## config.mk

```make
export PLATFORM = sky130hd
export DESIGN_NAME = cpu4_control_sequencer_flat
export DESIGN_NICKNAME = d
export VERILOG_FILES = /design/src/rtl/cpu4_pkg.sv /design/src/rtl/cpu4_control_sequencer_if.sv /design/src/rtl/cpu4_microcode_rom.sv /design/src/rtl/cpu4_control_sequencer.sv /design/src/flat_wrapper.sv
export SDC_FILE = /design/constraint.sdc
export NUM_CORES = 1
export LEC_CHECK = 0
export BUFFER_PORTS_ARGS = -buffer_cell sky130_fd_sc_hd__buf_2
export CORE_MARGIN = 3
export CORE_UTILIZATION = 45
export CTS_BUF_LIST = sky130_fd_sc_hd__clkbuf_8
export DETAILED_ROUTE_END_ITERATION = 10
export PLACE_DENSITY = 0.73
export SLEW_MARGIN = 20
export SYNTH_ARGS = -nofsm -noshare
export SYNTH_HDL_FRONTEND = slang
export SYNTH_SLANG_ARGS = --single-unit
```

## constraint.sdc

```tcl
create_clock -name clk -period 2.6 [get_ports clk]
set_clock_uncertainty 0.1 [all_clocks]
set_input_delay 0.78 -clock clk [delete_from_list [all_inputs] [get_ports clk]]
set_output_delay 0.78 -clock clk [all_outputs]
set_load 0.01 [all_outputs]
```

## src/rtl/cpu4_pkg.sv

```systemverilog
// Shared constants for the 4-bit computer control sequencer.
// This file holds the opcode set, the T-state encoding and the control-word bit map.
package cpu4_pkg;

    typedef logic [2:0]  tstate_t;
    typedef logic [15:0] ctrl_word_t;

    typedef enum logic [3:0] {
        OP_NOP = 4'h0,
        OP_LDA = 4'h1,
        OP_ADD = 4'h2,
        OP_SUB = 4'h3,
        OP_STA = 4'h4,
        OP_LDI = 4'h5,
        OP_JMP = 4'h6,
        OP_JC  = 4'h7,
        OP_JZ  = 4'h8,
        OP_OUT = 4'hE,
        OP_HLT = 4'hF
    } opcode_e;

    localparam tstate_t T0 = 3'd0;
    localparam tstate_t T1 = 3'd1;
    localparam tstate_t T2 = 3'd2;
    localparam tstate_t T3 = 3'd3;
    localparam tstate_t T4 = 3'd4;

    localparam int unsigned CTRL_HLT = 15;
    localparam int unsigned CTRL_MI  = 14;
    localparam int unsigned CTRL_RI  = 13;
    localparam int unsigned CTRL_RO  = 12;
    localparam int unsigned CTRL_IO  = 11;
    localparam int unsigned CTRL_II  = 10;
    localparam int unsigned CTRL_AI  = 9;
    localparam int unsigned CTRL_AO  = 8;
    localparam int unsigned CTRL_EO  = 7;
    localparam int unsigned CTRL_SU  = 6;
    localparam int unsigned CTRL_BI  = 5;
    localparam int unsigned CTRL_OI  = 4;
    localparam int unsigned CTRL_CE  = 3;
    localparam int unsigned CTRL_CO  = 2;
    localparam int unsigned CTRL_J   = 1;
    localparam int unsigned CTRL_FI  = 0;

    function automatic ctrl_word_t bit_mask(input int unsigned idx);
        return ctrl_word_t'(1) << idx;
    endfunction

    localparam ctrl_word_t FETCH_T0    = bit_mask(CTRL_CO) | bit_mask(CTRL_MI);
    localparam ctrl_word_t FETCH_T1    = bit_mask(CTRL_RO) | bit_mask(CTRL_II) | bit_mask(CTRL_CE);
    localparam ctrl_word_t CTRL_HALTED = bit_mask(CTRL_HLT);

endpackage

```

## src/rtl/cpu4_control_sequencer_if.sv

```systemverilog
// Connection bundle between the control sequencer and the rest of the CPU.
// The sequencer takes the master side, and the datapath or a bench takes the slave side.
interface cpu4_control_sequencer_if;
    import cpu4_pkg::*;

    logic       step_en;
    logic       run;
    logic [3:0] opcode;
    logic       flag_c;
    logic       flag_z;
    ctrl_word_t ctrl_word;
    logic       commit;
    tstate_t    tstate;
    logic       halted;

    modport master (
        input  step_en, run, opcode, flag_c, flag_z,
        output ctrl_word, commit, tstate, halted
    );

    modport slave (
        output step_en, run, opcode, flag_c, flag_z,
        input  ctrl_word, commit, tstate, halted
    );

endinterface

```

## src/rtl/cpu4_microcode_rom.sv

```systemverilog
// Combinational microcode: maps (tstate, opcode, flags) to the control word and
// the index of the instruction's final step.
module cpu4_microcode_rom
    import cpu4_pkg::*;
(
    input  tstate_t    tstate,
    input  logic [3:0] opcode,
    input  logic       flag_c,
    input  logic       flag_z,
    output ctrl_word_t ctrl_word,
    output tstate_t    last_step
);

    opcode_e op;
    assign op = opcode_e'(opcode);

    always_comb begin
        // NOTE: defaults first so every path assigns both outputs and no latch is inferred.
        ctrl_word = '0;
        last_step = T1;

        case (op)
            OP_LDA, OP_STA:                         last_step = T3;
            OP_ADD, OP_SUB:                         last_step = T4;
            OP_LDI, OP_JMP, OP_JC, OP_JZ,
            OP_OUT, OP_HLT:                         last_step = T2;
            default:                                last_step = T1;
        endcase

        case (tstate)
            T0: ctrl_word = FETCH_T0;
            T1: ctrl_word = FETCH_T1;
            T2: begin
                case (op)
                    OP_LDA, OP_ADD,
                    OP_SUB, OP_STA: ctrl_word = bit_mask(CTRL_IO) | bit_mask(CTRL_MI);
                    OP_LDI:         ctrl_word = bit_mask(CTRL_IO) | bit_mask(CTRL_AI);
                    OP_JMP:         ctrl_word = bit_mask(CTRL_IO) | bit_mask(CTRL_J);
                    // Conditional jumps collapse to an empty step when not taken.
                    OP_JC:          ctrl_word = flag_c ? (bit_mask(CTRL_IO) | bit_mask(CTRL_J)) : '0;
                    OP_JZ:          ctrl_word = flag_z ? (bit_mask(CTRL_IO) | bit_mask(CTRL_J)) : '0;
                    OP_OUT:         ctrl_word = bit_mask(CTRL_AO) | bit_mask(CTRL_OI);
                    OP_HLT:         ctrl_word = CTRL_HALTED;
                    default:        ctrl_word = '0;
                endcase
            end
            T3: begin
                case (op)
                    OP_LDA:         ctrl_word = bit_mask(CTRL_RO) | bit_mask(CTRL_AI);
                    OP_ADD, OP_SUB: ctrl_word = bit_mask(CTRL_RO) | bit_mask(CTRL_BI);
                    OP_STA:         ctrl_word = bit_mask(CTRL_AO) | bit_mask(CTRL_RI);
                    default:        ctrl_word = '0;
                endcase
            end
            T4: begin
                case (op)
                    OP_ADD:  ctrl_word = bit_mask(CTRL_EO) | bit_mask(CTRL_AI) | bit_mask(CTRL_FI);
                    OP_SUB:  ctrl_word = bit_mask(CTRL_EO) | bit_mask(CTRL_AI) | bit_mask(CTRL_FI)
                                       | bit_mask(CTRL_SU);
                    default: ctrl_word = '0;
                endcase
            end
            default: ctrl_word = '0;
        endcase
    end

endmodule

```

## src/rtl/cpu4_control_sequencer.sv

```systemverilog
// T-state sequencer for the 4-bit computer. It holds the step counter and the halt latch,
// and it gates the commit strobe on which every datapath register loads.
module cpu4_control_sequencer
    import cpu4_pkg::*;
(
    input  logic                          clk,
    input  logic                          rst_n,
    cpu4_control_sequencer_if.master      bus
);

    tstate_t    tstate;
    logic       halted;
    logic       commit;
    ctrl_word_t rom_ctrl;
    tstate_t    last_step;

    cpu4_microcode_rom u_rom (
        .tstate    (tstate),
        .opcode    (bus.opcode),
        .flag_c    (bus.flag_c),
        .flag_z    (bus.flag_z),
        .ctrl_word (rom_ctrl),
        .last_step (last_step)
    );

    // rst_n is folded in so nothing downstream loads while reset is asserted.
    assign commit = bus.step_en & bus.run & ~halted & rst_n;

    always_ff @(posedge clk) begin
        // NOTE: non-blocking assignments keep every register update on the same edge.
        if (!rst_n) begin
            tstate <= T0;
            halted <= 1'b0;
        end else if (commit) begin
            if (tstate == T2 && bus.opcode == OP_HLT) begin
                halted <= 1'b1;
            end else if (tstate == last_step) begin
                tstate <= T0;
            end else begin
                tstate <= tstate + 3'd1;
            end
        end
    end

    assign bus.ctrl_word = halted ? CTRL_HALTED : rom_ctrl;
    assign bus.commit    = commit;
    assign bus.tstate    = tstate;
    assign bus.halted    = halted;

endmodule

```

## src/flat_wrapper.sv

```systemverilog
// flat-port wrapper written by rule: the top's interface ports become plain ports
module cpu4_control_sequencer_flat import cpu4_pkg::*;
  (clk, rst_n, bus_step_en, bus_run, bus_opcode, bus_flag_c, bus_flag_z, bus_ctrl_word, bus_commit, bus_tstate, bus_halted);
  cpu4_control_sequencer_if bus_i ();
  input  logic clk;
  input  logic rst_n;
  input wire logic [$bits(bus_i.step_en)-1:0] bus_step_en;
  input wire logic [$bits(bus_i.run)-1:0] bus_run;
  input wire logic [$bits(bus_i.opcode)-1:0] bus_opcode;
  input wire logic [$bits(bus_i.flag_c)-1:0] bus_flag_c;
  input wire logic [$bits(bus_i.flag_z)-1:0] bus_flag_z;
  output wire logic [$bits(bus_i.ctrl_word)-1:0] bus_ctrl_word;
  output wire logic [$bits(bus_i.commit)-1:0] bus_commit;
  output wire logic [$bits(bus_i.tstate)-1:0] bus_tstate;
  output wire logic [$bits(bus_i.halted)-1:0] bus_halted;
  assign bus_i.step_en = bus_step_en;
  assign bus_i.run = bus_run;
  assign bus_i.opcode = bus_opcode;
  assign bus_i.flag_c = bus_flag_c;
  assign bus_i.flag_z = bus_flag_z;
  assign bus_ctrl_word = bus_i.ctrl_word;
  assign bus_commit = bus_i.commit;
  assign bus_tstate = bus_i.tstate;
  assign bus_halted = bus_i.halted;
  cpu4_control_sequencer u_core (.clk(clk), .rst_n(rst_n), .bus(bus_i));
endmodule
```

Word-level counts from Yosys, hierarchy flattened
Memories as Yosys holds them, arrays and structs flattened. Index checks and enable logic that the tools add are counted.

Bits in registers: 4. Bits in read-only memories: 48. Output and inout port bits: 21. Memories: 1.

Memories: (no name shown) (words 16, bits a word 3, rd ports 1, clocked after Yosys merged registers in 0, wr ports 0, line cpu4_microcode_rom.sv:22) `case (op)`.

Add/sub/neg operators: 1. Equal/unequal tests: 15. Mux-type cells: 8. Bitwise operators: 5. Reduce and logical (&&, ||, !) cells: 6.

Operators with widths (number): 16-bit one-hot mux with 7 select lines (1); 16-bit one-hot mux with 5 select lines (1); 14-bit one-hot mux with 3 select lines (1); 12-bit two-way mux (2); 10-bit one-hot mux with 2 select lines (1); 4-bit by 3-bit equality test with 1-bit output, second input constant (4); 16-bit two-way mux (1); 4-bit equality test, second input constant (3); 4-bit by 2-bit equality test with 1-bit output, second input constant (2); 3-bit by 2-bit equality test with 1-bit output, second input constant (2); 4-bit by 1-bit equality test with 1-bit output, second input constant (1); 2-bit AND reduction (2); 4-bit OR reduction (1); 3-bit by 1-bit adder with 3-bit output, second input constant (1); 1-bit AND (3); 3-bit by 1-bit equality test with 1-bit output, second input constant (1); 3-bit equality test (1); 3-bit equality test, second input constant (1); 3-bit zero test (1); 3-bit two-way mux (1); 1-bit NOT (2); 2-bit OR reduction (1); 1-bit logical AND (1).

Logic depth before layout (Yosys ltp)
Word-level depth: 5. Depth in mapped cells: 7. Depth with buffers taken out: 6.

By module
A second synthesis with hierarchy kept.

Cells, all modules: 98. Area, all modules: 713.2 µm².

Modules (own cells, without submodules): cpu4_control_sequencer (times used 1, cells an instance 45, area each 392.9 µm², sequential area each 80.1 µm²); cpu4_microcode_rom (times used 1, cells an instance 53, area each 320.3 µm², sequential area each 0.0 µm²).

Least setup slack after synthesis
OpenSTA, ideal clock, no wires.

Path type: input -> output. Start: input bus_opcode[1]. End: output bus_ctrl_word[8]. Arrival time: 1817 ps. Data required time: 1720 ps. Slack: -97 ps. Stages: 4. Cells stage by stage: or2_0 clkbuf_1 nor4_1 or2_2.

Longest elaborated chain between the ends: 5. Elaborated cells on any way between the ends: 16. Those cells by class: 10 x eq/ne; 4 x mux; 2 x reduce/logical.

Ends and longest elaborated chain: from (decl) (line flat_wrapper.sv:9) `input wire logic [$bits(bus_i.opcode)-1:0] bus_opcode;`; 4-bit by 2-bit equality test with 1-bit output, or another cell as far along (line cpu4_microcode_rom.sv:34, cpu4_microcode_rom.sv:48); 4-bit OR reduction / 2-bit OR reduction (equally long branches) (line cpu4_microcode_rom.sv:34, cpu4_microcode_rom.sv:48); 16-bit one-hot mux with 7 select lines / 14-bit one-hot mux with 3 select lines (equally long branches) (line cpu4_microcode_rom.sv:34, cpu4_microcode_rom.sv:48); 16-bit one-hot mux with 5 select lines * (line cpu4_microcode_rom.sv:30) `case (tstate)`; 16-bit two-way mux * (line cpu4_control_sequencer.sv:45) `assign bus.ctrl_word = halted ? CTRL_HALTED : rom_ctrl;`; to (decl) (line flat_wrapper.sv:12) `output wire logic [$bits(bus_i.ctrl_word)-1:0] bus_ctrl_word;`.

Every way passes the cells marked *; elsewhere a longest branch is shown, timed or not.

Final worst setup path
Start: input bus_opcode[2]. End: output bus_ctrl_word[9].

Longest elaborated chain between the ends: 5. Elaborated cells on any way between the ends: 17. Those cells by class: 10 x eq/ne; 5 x mux; 2 x reduce/logical.

Ends and longest elaborated chain (line): 4-bit by 2-bit equality test with 1-bit output, or another cell as far along (cpu4_microcode_rom.sv:34, cpu4_microcode_rom.sv:48, cpu4_microcode_rom.sv:56); 4-bit OR reduction / 2-bit OR reduction (equally long branches) (cpu4_microcode_rom.sv:34, cpu4_microcode_rom.sv:48); 16-bit one-hot mux with 7 select lines / 14-bit one-hot mux with 3 select lines (equally long branches) (cpu4_microcode_rom.sv:34, cpu4_microcode_rom.sv:48); 16-bit one-hot mux with 5 select lines * (cpu4_microcode_rom.sv:30); 16-bit two-way mux * (cpu4_control_sequencer.sv:45).

Marked as above.

==> results.py <==
metrics = {
    "timing": {
        "tightestPinTransition_ns": 0.483,
        "worst_slack_ns": -0.155,
        "slew_headroom": 0.669,
        "finalHoldViolCount": 0,
        "rsz0062_at_grt": "yes",
        "fmax_ghz": 0.363,
        "finalCritPeriodShare": 1.06,
        "timing.final.crit_period_ns": 2.75,
        "setup_viol": 3,
        "slew_violations": 0,
        "whs_ns": 0.480,
    },
    "synth": {
        "synth_area_um2": 729,
        "synth_edf_count": 0,
        "seq_area_frac_synth": 0.110,
        "synth_mux_area_frac": 0,
        "syn_inst": 98,
        "async_reset_ff_frac": 0,
        "synthesis.nets": 113,
        "synth_compound_area_frac": 0.285,
        "synthSimpleGateAreaFrac": 0.370,
        "ys_ff_latch": 4,
        "synth_warnings": 0,
        "syn_area_per_cell_um2": 7.44,
        "synth_top_family_by_area": "simple AND/OR/NAND/NOR gates",
        "yosysUniqueCellTypes": 49,
        "synthXorXnorAreaFrac": 0.0120,
        "synth_ff_type": "dfxtp_1",
        "synth-adder-area-share": 0.0858,
    },
    "floorplan": {
        "die_h_um": 46.3,
        "fp.dieW_um": 46.3,
        "die_area_um2": 2140,
        "start_util": 0.515,
        "rows": 13,
        "ios": 31,
        "core_um2": 1420,
    },
    "min_path": {
        "worst_hold_startpoint": "u_core.bus.tstate[1]",
        "min_path_type": "reg -> reg",
        "min_path_cells": 2,
        "whs_endpoint": "u_core.bus.tstate[1]",
    },
    "critical_path": {
        "timing.rr.end": "u_core.bus.tstate[1]",
        "rrSetupSlack_ns": 0.76,
        "path_class": "in -> out",
        "start_kind": "input port",
        "worstReg2RegStart": "u_core.bus.tstate[0]",
        "cp.required_ns": 1.72,
        "critPathArrivalTime_ns": 1.87,
        "worstPathMaxFanout": 5,
        "end_kind": "output pin",
        "rr_worst_depth": 6,
    },
    "grt": {
        "grt_pass1_vias": 873,
        "antenna_found_initial": 0,
        "grt_pass1_wl_um": 3680,
        "grt_max_degree": 12,
        "overflow": 0,
        "track_usage": 0.238,
    },
    "pwr": {
        "peakVddDrop_mv": 0.550,
        "power_density_nw_per_um2": 541,
        "p_leak_uw": 0.000592,
    },
    "placed_design": {
        "post-dp-hpwl_um": 1700,
        "routabilityCongestion": 0.765,
        "io_buffers": 30,
        "placed_cell_area_um2": 970,
    },
    "run_status": {
        "status": "finished with violations",
        "violations": "setup timing",
    },
    "final_layout": {
        "fin_nets": 164,
        "final_cell_mix": "26 x buf_2, 20 x buf_4, 10 x inv_1",
        "final_common_cell": "buf_2",
        "drive_gt1_frac": 0.537,
        "antennaDiodeCount": 0,
        "area_growth_pct": 63.6,
        "finalInstanceArea_um2": 1190,
    },
    "job": {
        "maxCapViolCount": 0,
    },
    "detailed_routing": {
        "viasPerCell": 6.20,
        "num_vias": 1004,
        "dr.first_iter.drc_count": 19,
        "remaining_drc_errors": 0,
        "routed_wl_um": 2550,
        "avgRoutedWirePerCell_um": 15.8,
        "ant_nets": 0,
        "first_pass_iters": 4,
    },
    "clock_tree": {
        "h-tree-depth": 1,
        "cts.clk_slew.worst_paths_ns": 0.03,
        "cts.sinks": 4,
        "cts_made_buffers": 3,
        "cts_hold_buffers": 0,
        "cts_tree": "done",
        "cts.path.max_buffers": 2,
        "clk_latency_ns": 0.22,
        "root_buffer": "clkbuf_8",
    },
}
worst max-delay path by stage:
stage                              from  slack [ns]                to  cells after the start
after floorplan           bus_opcode[3]        0.01  bus_ctrl_word[6]                      5
after global placement    bus_opcode[2]       -0.13  bus_ctrl_word[9]                      6
after detailed placement  bus_opcode[2]       -0.14  bus_ctrl_word[9]                      6
after CTS                 bus_opcode[2]       -0.11  bus_ctrl_word[9]                      6
after global routing      bus_opcode[2]       -0.19  bus_ctrl_word[9]                      6
final                     bus_opcode[2]       -0.15  bus_ctrl_word[9]                      6
state kept, by name, indices dropped and copies added (netlist names):
name               cells
u_core.bus.tstate      3
u_core.bus.halted      1
cell families after synthesis:
| logic type | count (synthesis) |
|---|---|
| xor gates and xnor gates | 1 |
| and+or+nand+nor | 42 |
| DFF | 4 |
| AOI/OAI and AO/OA | 28 |
| adders and majority gates | 5 |
| buffers and inverters | 18 |
power breakdown:
part | switching (uW) | internal [uW]
Sequential | 15.9 | 77.8
Clock | 30.9 | 98.5
Combinational | 234 | 188
cell type report:
type	count	area (um^2)
flip-flops and latches	4	82.6
repair buffers	54	374
inverters	10	37.5
well taps	15	18.8
clock buffers	3	41.3
multi-input cells	76	639
fillers	89	221
per-layer routing:
layer	share of wire	global-route usage
met5	0	0
met1	0.41	0.275
met4	0.051	0.0909
met2	0.46	0.409
met3	0.077	0.0664
cells in the mapped netlist (all sizes together) (2+ instances only):
master,count,share of area
inv,10,0.051
nor2,9,0.046
buf,7,0.081
a21oi,6,0.046
ha,5,0.086
nor4,5,0.051
dfxtp,4,0.11
nand2b,4,0.034
and3b,3,0.038
nand2,3,0.015
nor3,3,0.021
a211oi,2,0.021
a31oi,2,0.017
and2,2,0.017
o211ai,2,0.021
o21ai,2,0.014
o311ai,2,0.024
or2,2,0.017
repair_timing:
action / CTS / global route
setup endpoints to repair: 9 / 9
buffers inserted: 5 / 2
pin swaps: 9 / 8
resized for setup: 17 / 15
critical path, stage by stage:
cell      delay, ns
buf_8          0.11
and2b_1        0.18
a31oi_1        0.04
or4b_1         0.49
o21bai_1       0.13
buf_2          0.14
per-stage QoR:
step / worst slack, ns / util / total power (uW) / TNS, ns / instances
6_report: -0.155 / 0.844 / 645 / -0.264 / 162
5_1_grt: -0.193 / 0.844 / 699 / -0.513 / 162
3_3_place_gp: -0.129 / 0.685 / 451 / -0.400 / 152
4_1_cts: -0.113 / 0.794 / 615 / -0.137 / 160
3_5_place_dp: -0.144 / 0.685 / 461 / -0.638 / 152
2_1_floorplan: 0.0116 / - / 327 / 0 / 98
Note: power is estimated with default switching activity, not from simulation.
